==> config.mk <==
export PLATFORM = sky130hd
export DESIGN_NAME = multi_rpm_meter
export DESIGN_NICKNAME = d
export VERILOG_FILES = /design/src/rtl/multi_rpm_meter_pkg.sv /design/src/rtl/rpm_edge_channel.sv /design/src/rtl/multi_rpm_meter.sv
export SDC_FILE = /design/constraint.sdc
export NUM_CORES = 1
export LEC_CHECK = 0
export ABC_AREA = 1
export CAP_MARGIN = 0
export CELL_PAD_IN_SITES_DETAIL_PLACEMENT = 1
export CELL_PAD_IN_SITES_GLOBAL_PLACEMENT = 2
export CORE_MARGIN = 2
export CORE_UTILIZATION = 32
export DETAILED_ROUTE_END_ITERATION = 7
export PLACE_DENSITY = 0.88
export SYNTH_ARGS = -nofsm -noshare
export SYNTH_HDL_FRONTEND = slang
export SYNTH_SLANG_ARGS = --single-unit
==> constraint.sdc <==
create_clock -name clk -period 3.2 [get_ports clk]
set_clock_uncertainty 0.15 [all_clocks]
set_input_delay 0.48 -clock clk [delete_from_list [all_inputs] [get_ports clk]]
set_output_delay 0.48 -clock clk [all_outputs]
set_load 0.02 [all_outputs]
==> src/rtl/multi_rpm_meter_pkg.sv <==
// -----------------------------------------------------------------------------
// multi_rpm_meter_pkg
//   Shared constants and elaboration-time helpers for the multi-channel RPM
//   meter: result width, gate-window length, RPM scale factor and the
//   saturating RPM multiply used when a window closes.
// -----------------------------------------------------------------------------
package multi_rpm_meter_pkg;

    localparam int RPM_W = 32;
    localparam logic [RPM_W-1:0] RPM_MAX = '1;

    // Number of clk cycles in one gate window.
    function automatic int win_cycles(input int clk_period, input int freq);
        return (1_000_000_000 / freq) / clk_period;
    endfunction

    // Edges-per-window to RPM scale factor: 60 s/min * windows/s / pulses/rev.
    function automatic int rpm_const(input int freq, input int ppr);
        return (60 * freq) / ppr;
    endfunction

    // 32x32 multiply into 64 bits (wide enough for any count up to 32 bits),
    // clamped to the 32-bit result range.
    function automatic logic [RPM_W-1:0] sat_mul(input logic [RPM_W-1:0] k,
                                                 input logic [RPM_W-1:0] cnt);
        logic [2*RPM_W-1:0] prod;
        prod = {{RPM_W{1'b0}}, k} * {{RPM_W{1'b0}}, cnt};
        if (prod[2*RPM_W-1:RPM_W] != '0) begin
            return RPM_MAX;
        end
        return prod[RPM_W-1:0];
    endfunction

endpackage

==> src/rtl/rpm_edge_channel.sv <==
// -----------------------------------------------------------------------------
// rpm_edge_channel
//   One encoder channel: 2-flop synchroniser, optional glitch filter, rising
//   edge detector and a saturating per-window edge counter.
//   Optional feature macro: MULTI_RPM_METER_DEBOUNCE_EN (adds the glitch
//   filter; input-to-count latency grows from 3 to 3+DEBOUNCE_CYCLES).
//
// Ports:
//   clk      in   system clock
//   rst      in   synchronous reset, active-high
//   en       in   counting enable (synchroniser/filter run regardless)
//   data_in  in   raw asynchronous encoder input
//   win_end  in   terminal cycle of the shared gate window
//   count    out  edges counted so far in the current window
//   sat      out  counter hit its ceiling and dropped an edge this window
// -----------------------------------------------------------------------------
module rpm_edge_channel
    import multi_rpm_meter_pkg::*;
#(
    parameter int CNT_W           = 24,
    parameter int DEBOUNCE_CYCLES = 4
) (
    input  logic             clk,
    input  logic             rst,
    input  logic             en,
    input  logic             data_in,
    input  logic             win_end,
    output logic [CNT_W-1:0] count,
    output logic             sat
);

    localparam logic [CNT_W-1:0] CNT_MAX = '1;

    if (DEBOUNCE_CYCLES < 1) begin : g_err_debounce
        $error("rpm_edge_channel: DEBOUNCE_CYCLES must be >= 1");
    end

    logic             sync1_q, sync1_d;
    logic             sync2_q, sync2_d;
    logic             prev_q, prev_d;
    logic             level;
    logic             rise;
    logic [CNT_W-1:0] cnt_q, cnt_d;
    logic             sat_q, sat_d;

`ifdef MULTI_RPM_METER_DEBOUNCE_EN
    localparam int DB_W = $clog2(DEBOUNCE_CYCLES + 1);

    logic            filt_q, filt_d;
    logic [DB_W-1:0] db_cnt_q, db_cnt_d;

    // The filtered level flips only once the synced input has disagreed with
    // it for DEBOUNCE_CYCLES consecutive cycles; any agreement restarts the run.
    always_comb begin
        filt_d   = filt_q;
        db_cnt_d = '0;
        if (sync2_q != filt_q) begin
            if (db_cnt_q == DB_W'(DEBOUNCE_CYCLES - 1)) begin
                filt_d = sync2_q;
            end else begin
                db_cnt_d = db_cnt_q + DB_W'(1);
            end
        end
    end

    always_ff @(posedge clk) begin
        if (rst) begin
            filt_q   <= 1'b0;
            db_cnt_q <= '0;
        end else begin
            filt_q   <= filt_d;
            db_cnt_q <= db_cnt_d;
        end
    end

    assign level = filt_q;
`else
    assign level = sync2_q;
`endif

    assign rise = level & ~prev_q;

    // NOTE: every always_comb assigns all of its outputs a default first, so
    // no path through the if/else leaves a variable unassigned (no latches).
    always_comb begin
        sync1_d = data_in;
        sync2_d = sync1_q;
        prev_d  = level;
        cnt_d   = cnt_q;
        sat_d   = sat_q;
        if (en) begin
            if (win_end) begin
                // An edge on the closing cycle opens the next window.
                cnt_d = rise ? CNT_W'(1) : '0;
                sat_d = 1'b0;
            end else if (rise) begin
                if (cnt_q == CNT_MAX) begin
                    sat_d = 1'b1;
                end else begin
                    cnt_d = cnt_q + CNT_W'(1);
                end
            end
        end
    end

    // NOTE: state registers use non-blocking assignments only, so every flop
    // samples the pre-edge values of the others regardless of block order.
    always_ff @(posedge clk) begin
        if (rst) begin
            sync1_q <= 1'b0;
            sync2_q <= 1'b0;
            prev_q  <= 1'b0;
            cnt_q   <= '0;
            sat_q   <= 1'b0;
        end else begin
            sync1_q <= sync1_d;
            sync2_q <= sync2_d;
            prev_q  <= prev_d;
            cnt_q   <= cnt_d;
            sat_q   <= sat_d;
        end
    end

    assign count = cnt_q;
    assign sat   = sat_q;

endmodule

==> src/rtl/multi_rpm_meter.sv <==
// -----------------------------------------------------------------------------
// multi_rpm_meter
//   Measures NUM_CH encoder pulse trains against one shared gate window and
//   publishes RPM per channel at every window end.
//   Optional feature macro: MULTI_RPM_METER_DEBOUNCE_EN (per-channel glitch
//   filter of DEBOUNCE_CYCLES; when undefined DEBOUNCE_CYCLES is unused).
//
// Ports:
//   clk        in   system clock
//   rst        in   synchronous reset, active-high
//   en         in   measurement enable; window and counters hold while low
//   data       in   [NUM_CH] raw asynchronous encoder inputs
//   rpm        out  [NUM_CH*32] results, channel i at [32*i+31:32*i]
//   rpm_valid  out  one-cycle strobe marking a new result set
//   overflow   out  [NUM_CH] per-channel saturation flag of the last window
// -----------------------------------------------------------------------------
module multi_rpm_meter
    import multi_rpm_meter_pkg::*;
#(
    parameter int NUM_CH          = 4,
    parameter int CLK_PERIOD      = 10,
    parameter int PPR             = 4,
    parameter int REG_UPDATE_FREQ = 10,
    parameter int CNT_W           = 24,
    parameter int DEBOUNCE_CYCLES = 4
) (
    input  logic                    clk,
    input  logic                    rst,
    input  logic                    en,
    input  logic [NUM_CH-1:0]       data,
    output logic [NUM_CH*RPM_W-1:0] rpm,
    output logic                    rpm_valid,
    output logic [NUM_CH-1:0]       overflow
);

    localparam int WIN_CYC = win_cycles(CLK_PERIOD, REG_UPDATE_FREQ);
    localparam int RPM_K   = rpm_const(REG_UPDATE_FREQ, PPR);
    localparam int WIN_W   = (WIN_CYC > 2) ? $clog2(WIN_CYC) : 1;
    localparam logic [RPM_W-1:0] RPM_K_V   = RPM_W'(RPM_K);
    localparam logic [WIN_W-1:0] WIN_LAST  = WIN_W'(WIN_CYC - 1);

    if (WIN_CYC < 2) begin : g_err_win
        $error("multi_rpm_meter: gate window must be at least 2 cycles");
    end
    if (((60 * REG_UPDATE_FREQ) % PPR) != 0) begin : g_err_k
        $error("multi_rpm_meter: 60*REG_UPDATE_FREQ must be a multiple of PPR");
    end
    if (NUM_CH < 1 || NUM_CH > 16) begin : g_err_ch
        $error("multi_rpm_meter: NUM_CH must be 1..16");
    end
    if (CNT_W < 1 || CNT_W > RPM_W) begin : g_err_cnt
        $error("multi_rpm_meter: CNT_W must be 1..32");
    end

    logic [WIN_W-1:0]        win_q, win_d;
    logic [NUM_CH*RPM_W-1:0] rpm_q, rpm_d;
    logic [NUM_CH-1:0]       ovf_q, ovf_d;
    logic                    valid_q, valid_d;
    logic                    win_end;
    logic [CNT_W-1:0]        count [NUM_CH];
    logic [NUM_CH-1:0]       sat;

    assign win_end = en && (win_q == WIN_LAST);

    for (genvar i = 0; i < NUM_CH; i++) begin : g_ch
        rpm_edge_channel #(
            .CNT_W          (CNT_W),
            .DEBOUNCE_CYCLES(DEBOUNCE_CYCLES)
        ) u_ch (
            .clk    (clk),
            .rst    (rst),
            .en     (en),
            .data_in(data[i]),
            .win_end(win_end),
            .count  (count[i]),
            .sat    (sat[i])
        );
    end

    always_comb begin
        win_d   = win_q;
        rpm_d   = rpm_q;
        ovf_d   = ovf_q;
        valid_d = 1'b0;
        if (win_end) begin
            win_d   = '0;
            valid_d = 1'b1;
            for (int i = 0; i < NUM_CH; i++) begin
                rpm_d[i*RPM_W +: RPM_W] = sat_mul(RPM_K_V, RPM_W'(count[i]));
                ovf_d[i]                = sat[i];
            end
        end else if (en) begin
            win_d = win_q + WIN_W'(1);
        end
    end

    always_ff @(posedge clk) begin
        if (rst) begin
            win_q   <= '0;
            rpm_q   <= '0;
            ovf_q   <= '0;
            valid_q <= 1'b0;
        end else begin
            win_q   <= win_d;
            rpm_q   <= rpm_d;
            ovf_q   <= ovf_d;
            valid_q <= valid_d;
        end
    end

    assign rpm       = rpm_q;
    assign rpm_valid = valid_q;
    assign overflow  = ovf_q;

endmodule

==> run metrics, run 1 <==
largest net degree at the start of global routing 88; Fmax achieved 280 MHz; CTS tree yes; worst-margin pin slew 1.03 ns; synth warn 0; Placed Cells 5484; min-delay worst type register to register; Remaining DRCs 0; slowest cell on the critical path fa_1; clock sinks 265; synthesized cell area 26700 µm²; library cells used by synthesis 43; worst hold path cell count 2; routed via count 28307; Setup crit start kind register; CTS Buffer Depth 3; largest fanout on the critical path 5; Yosys top cell area share 19.9%; Fin. Hold Viols 0; crit end category register; final core occ 49.5%; sequential fraction of the synthesis area 19.9%; Synth Area per Inst 6.67 µm²; Critical Path RT 3.55 ns; Max rail drop VDD 0.321 mV; first-pass GRT wire length 166 mm; htree depth 2; Post-synth EDFFs 0; Max Slew Vio Count 0; status finished, violations left; endpoints failing setup 92; worst skew pair latency 0.60 ns; WP data arrival 3.93 ns; All-Layer GR Usage 24.2%; RSZ-0062 raised after global routing true; Hold Startpoint g_ch[3].u_ch.sync1_q; fraction of registers with async set/reset 0%; Clock transition at path regs 0.07 ns; WHS Endpoint g_ch[3].u_ch.level; Power Internal 6.12 mW; share of cells above drive strength 1 36.7%; power share of the combinational group 3.6%; DRT iter0 DRCs 1094; failing checks setup timing; Syn Inst Count 3997; Max transition margin 31.2%; Std-Cell Rows 105; CP peak stage delay 0.51 ns; Max-Cap Viols 0; Critical R2R Launch g_ch[2].u_ch.count[11]; Reg power frac 39.8%; Die Y 293 µm; synth top area cells dfxtp_1, nand2_1, ha_1; Static Leak 20.5 nW; Reg2Reg Capture Point rpm[87]; post-route cell area 40700 µm²; Buffers on Ports 135; num ports 140; Wirelength per Cell 19.4 µm; Final Cycle Share 112%; DP Area 33600 µm²; pre-CTS WS -0.429 ns; Area Growth Syn to Fin 52.8%; non-filler instance count after layout 5648; Switch Pwr 2.11 mW; grt ovf 0; register bit count reported by yosys 265; vias in the first global route 31000; Final Wtd Congestion 0.842; Final HPWL DP 75.8 mm; Worst Reg-to-Reg Cells 15; Yosys top cell by area dfxtp_1; ant diodes 0; Final ANT Viol Nets 0; die footprint 85600 µm²; final wirelength 110 mm; first-pass detailed-route iteration total 7; Reg area 5560 µm²; Setup Crit Path Kind register to register; reg2reg setup slack -0.37 ns; min setup slack post-route -0.373 ns; antenna violations before repair 0; Starting Density 32.4%; Multi-input gate area 24500 µm²; ys flop type dfxtp_1; most frequent CP cell ha_4; Die Width 293 µm; CP cell instances ha_4 -> ha_4 -> fa_1 -> inv_1 -> fa_1 -> inv_2 -> ha_4 -> nand4_1 -> buf_6 -> nor2_4 -> nand4_1 -> nand3_1 -> nand2_1 -> nand3_2 -> nand2_1; Hold-fix buffers, CTS 0; Sw Ratio 25.6%; Setup TNS -20.09 ns; vias per std cell 5.01; power per cell area 202 nW/µm²; Period minus WS final 3.57 ns; CORE AREA 82200 µm²; Clock power frac 56.6%; cts bufs inserted 40; nets 5050; clock root buffer master clkbuf_16; Filler cells 9775
-- how the worst max path moves through the flow --
stage                                 startpoint       end  slack [ns]  cells past startpoint
after floorplan            g_ch[0].u_ch.count[6]   rpm[23]       -0.02                     18
after global placement    g_ch[1].u_ch.count[20]   rpm[59]       -0.41                     14
after detailed placement  g_ch[3].u_ch.count[10]  rpm[115]       -0.43                     16
after CTS                 g_ch[1].u_ch.count[17]   rpm[55]       -0.23                     14
after global routing       g_ch[1].u_ch.count[8]   rpm[51]       -0.47                     16
final                     g_ch[2].u_ch.count[11]   rpm[87]       -0.37                     15
-- placed cells by master (no fill, tap or decap), drive strengths merged, types with 149 or more instances in the layout --
| cell type | Yosys | layout |
|---|---|---|
| a21oi | 151 | 151 |
| buf | 51 | 427 |
| dfxtp | 265 | 265 |
| fa | 156 | 156 |
| ha | 341 | 341 |
| inv | 825 | 828 |
| nand2 | 1220 | 1220 |
| nand3 | 239 | 239 |
| nor2 | 319 | 319 |
| o21ai | 149 | 149 |
-- power by group through the flow --
stage                     combinational (mW)  clock, mW  sequential, mW
after CTS                              0.284       4.78            3.27
after global routing                   0.324       4.90            3.27
after global placement                 0.265          0            3.37
after detailed placement               0.272          0            3.37
final                                  0.298       4.66            3.27
after floorplan                        0.172          0            3.37
-- Yosys cell counts, types with 2 or more instances --
library cell  instances
and2_1               13
fa_1                156
nand4_1              67
inv_1               817
buf_1                 5
clkinv_1              2
nor4_1                4
xor2_1               48
a22o_1               24
o21ai_0              79
xnor2_1               8
a21oi_1             150
nand2_4               3
o21a_1                4
dfxtp_1             265
inv_2                 7
o21bai_1             20
nand3_2               8
buf_2                33
buf_6                 3
a21o_1                4
nor2_1              304
nor2_2               11
nand3_1             231
or2_2                 6
clkbuf_1              6
ha_1                341
o21ai_1              68
nor3b_1               3
nand2_1            1209
nand3b_1             15
o21ai_2               2
buf_4                10
nand2_2               8
nor2_4                3
nor3_1               53
-- repair_timing --
action / CTS / global route
buffers inserted: 73 / 30
setup endpoints to repair: 93 / 98
pin swaps: 388 / 434
gates resized for setup: 793 / 466
-- worst max-delay path, delay by kind of cell (launching register included) --
family	cells	cell delay, ns
adders and majority gates	5	1.83
and+or+nand+nor	7	0.87
DFF	1	0.38
buffers and inverters	3	0.26
-- metal layers --
metal | vias up | share of wire, % | track usage, % | wire length, µm
met2 | 607 | 53 | 46.4 | 57900
met3 | 314 | 3.2 | 3.08 | 3470
met1 | 13844 | 39 | 26.7 | 42800
li1 | 13542 | - | - | -
met4 | 0 | 4.9 | 9.73 | 5420
met5 | - | 0 | 0 | 0
-- stage by stage --
stage | hold slack (ns) | total power, mW
after floorplan | 0.238 | 3.54
after global placement | 0.243 | 3.63
after detailed placement | 0.247 | 3.64
after CTS | 0.235 | 8.33
after global routing | 0.272 | 8.50
final | 0.252 | 8.23
-- final cells by class --
class,count,share of cell area (%)
tap,1070,3.29
clock inverter,17,0.384
multi-input combinational,2851,60.2
timing repair buffer,561,11.8
clock buffer,57,2.94
inverter,827,7.76
sequential,265,13.6
-- logic make-up (layout without fill, tap and decap cells) --
logic type	Yosys count	after routing	synth area share (%)
buf+inv	884	1462	12.8
fa+ha+maj	497	497	27.7
other cells	1	4	0.0141
flops	265	265	19.9
simple gates	1939	1939	30.3
xor+xnor	56	56	1.84
compound gates	355	355	7.36
-- sequential cells by signal, indices dropped and copies added (netlist names) --
name / cells
rpm: 124
g_ch.u_ch.count: 96
g_ch.u_ch.level: 4
g_ch.u_ch.sat: 4
win_q: 24
overflow: 4
g_ch.u_ch.prev_q: 4
g_ch.u_ch.sync1_q: 4
rpm_valid: 1
(Power assumes the default switching activity.)
==> run 2, diff against run 1 <==
- GPL_TIMING_DRIVEN: not set -> 1
==> results of run 2 <==
Same layout as run 1: the final DEF is identical, and so are final timing and power.
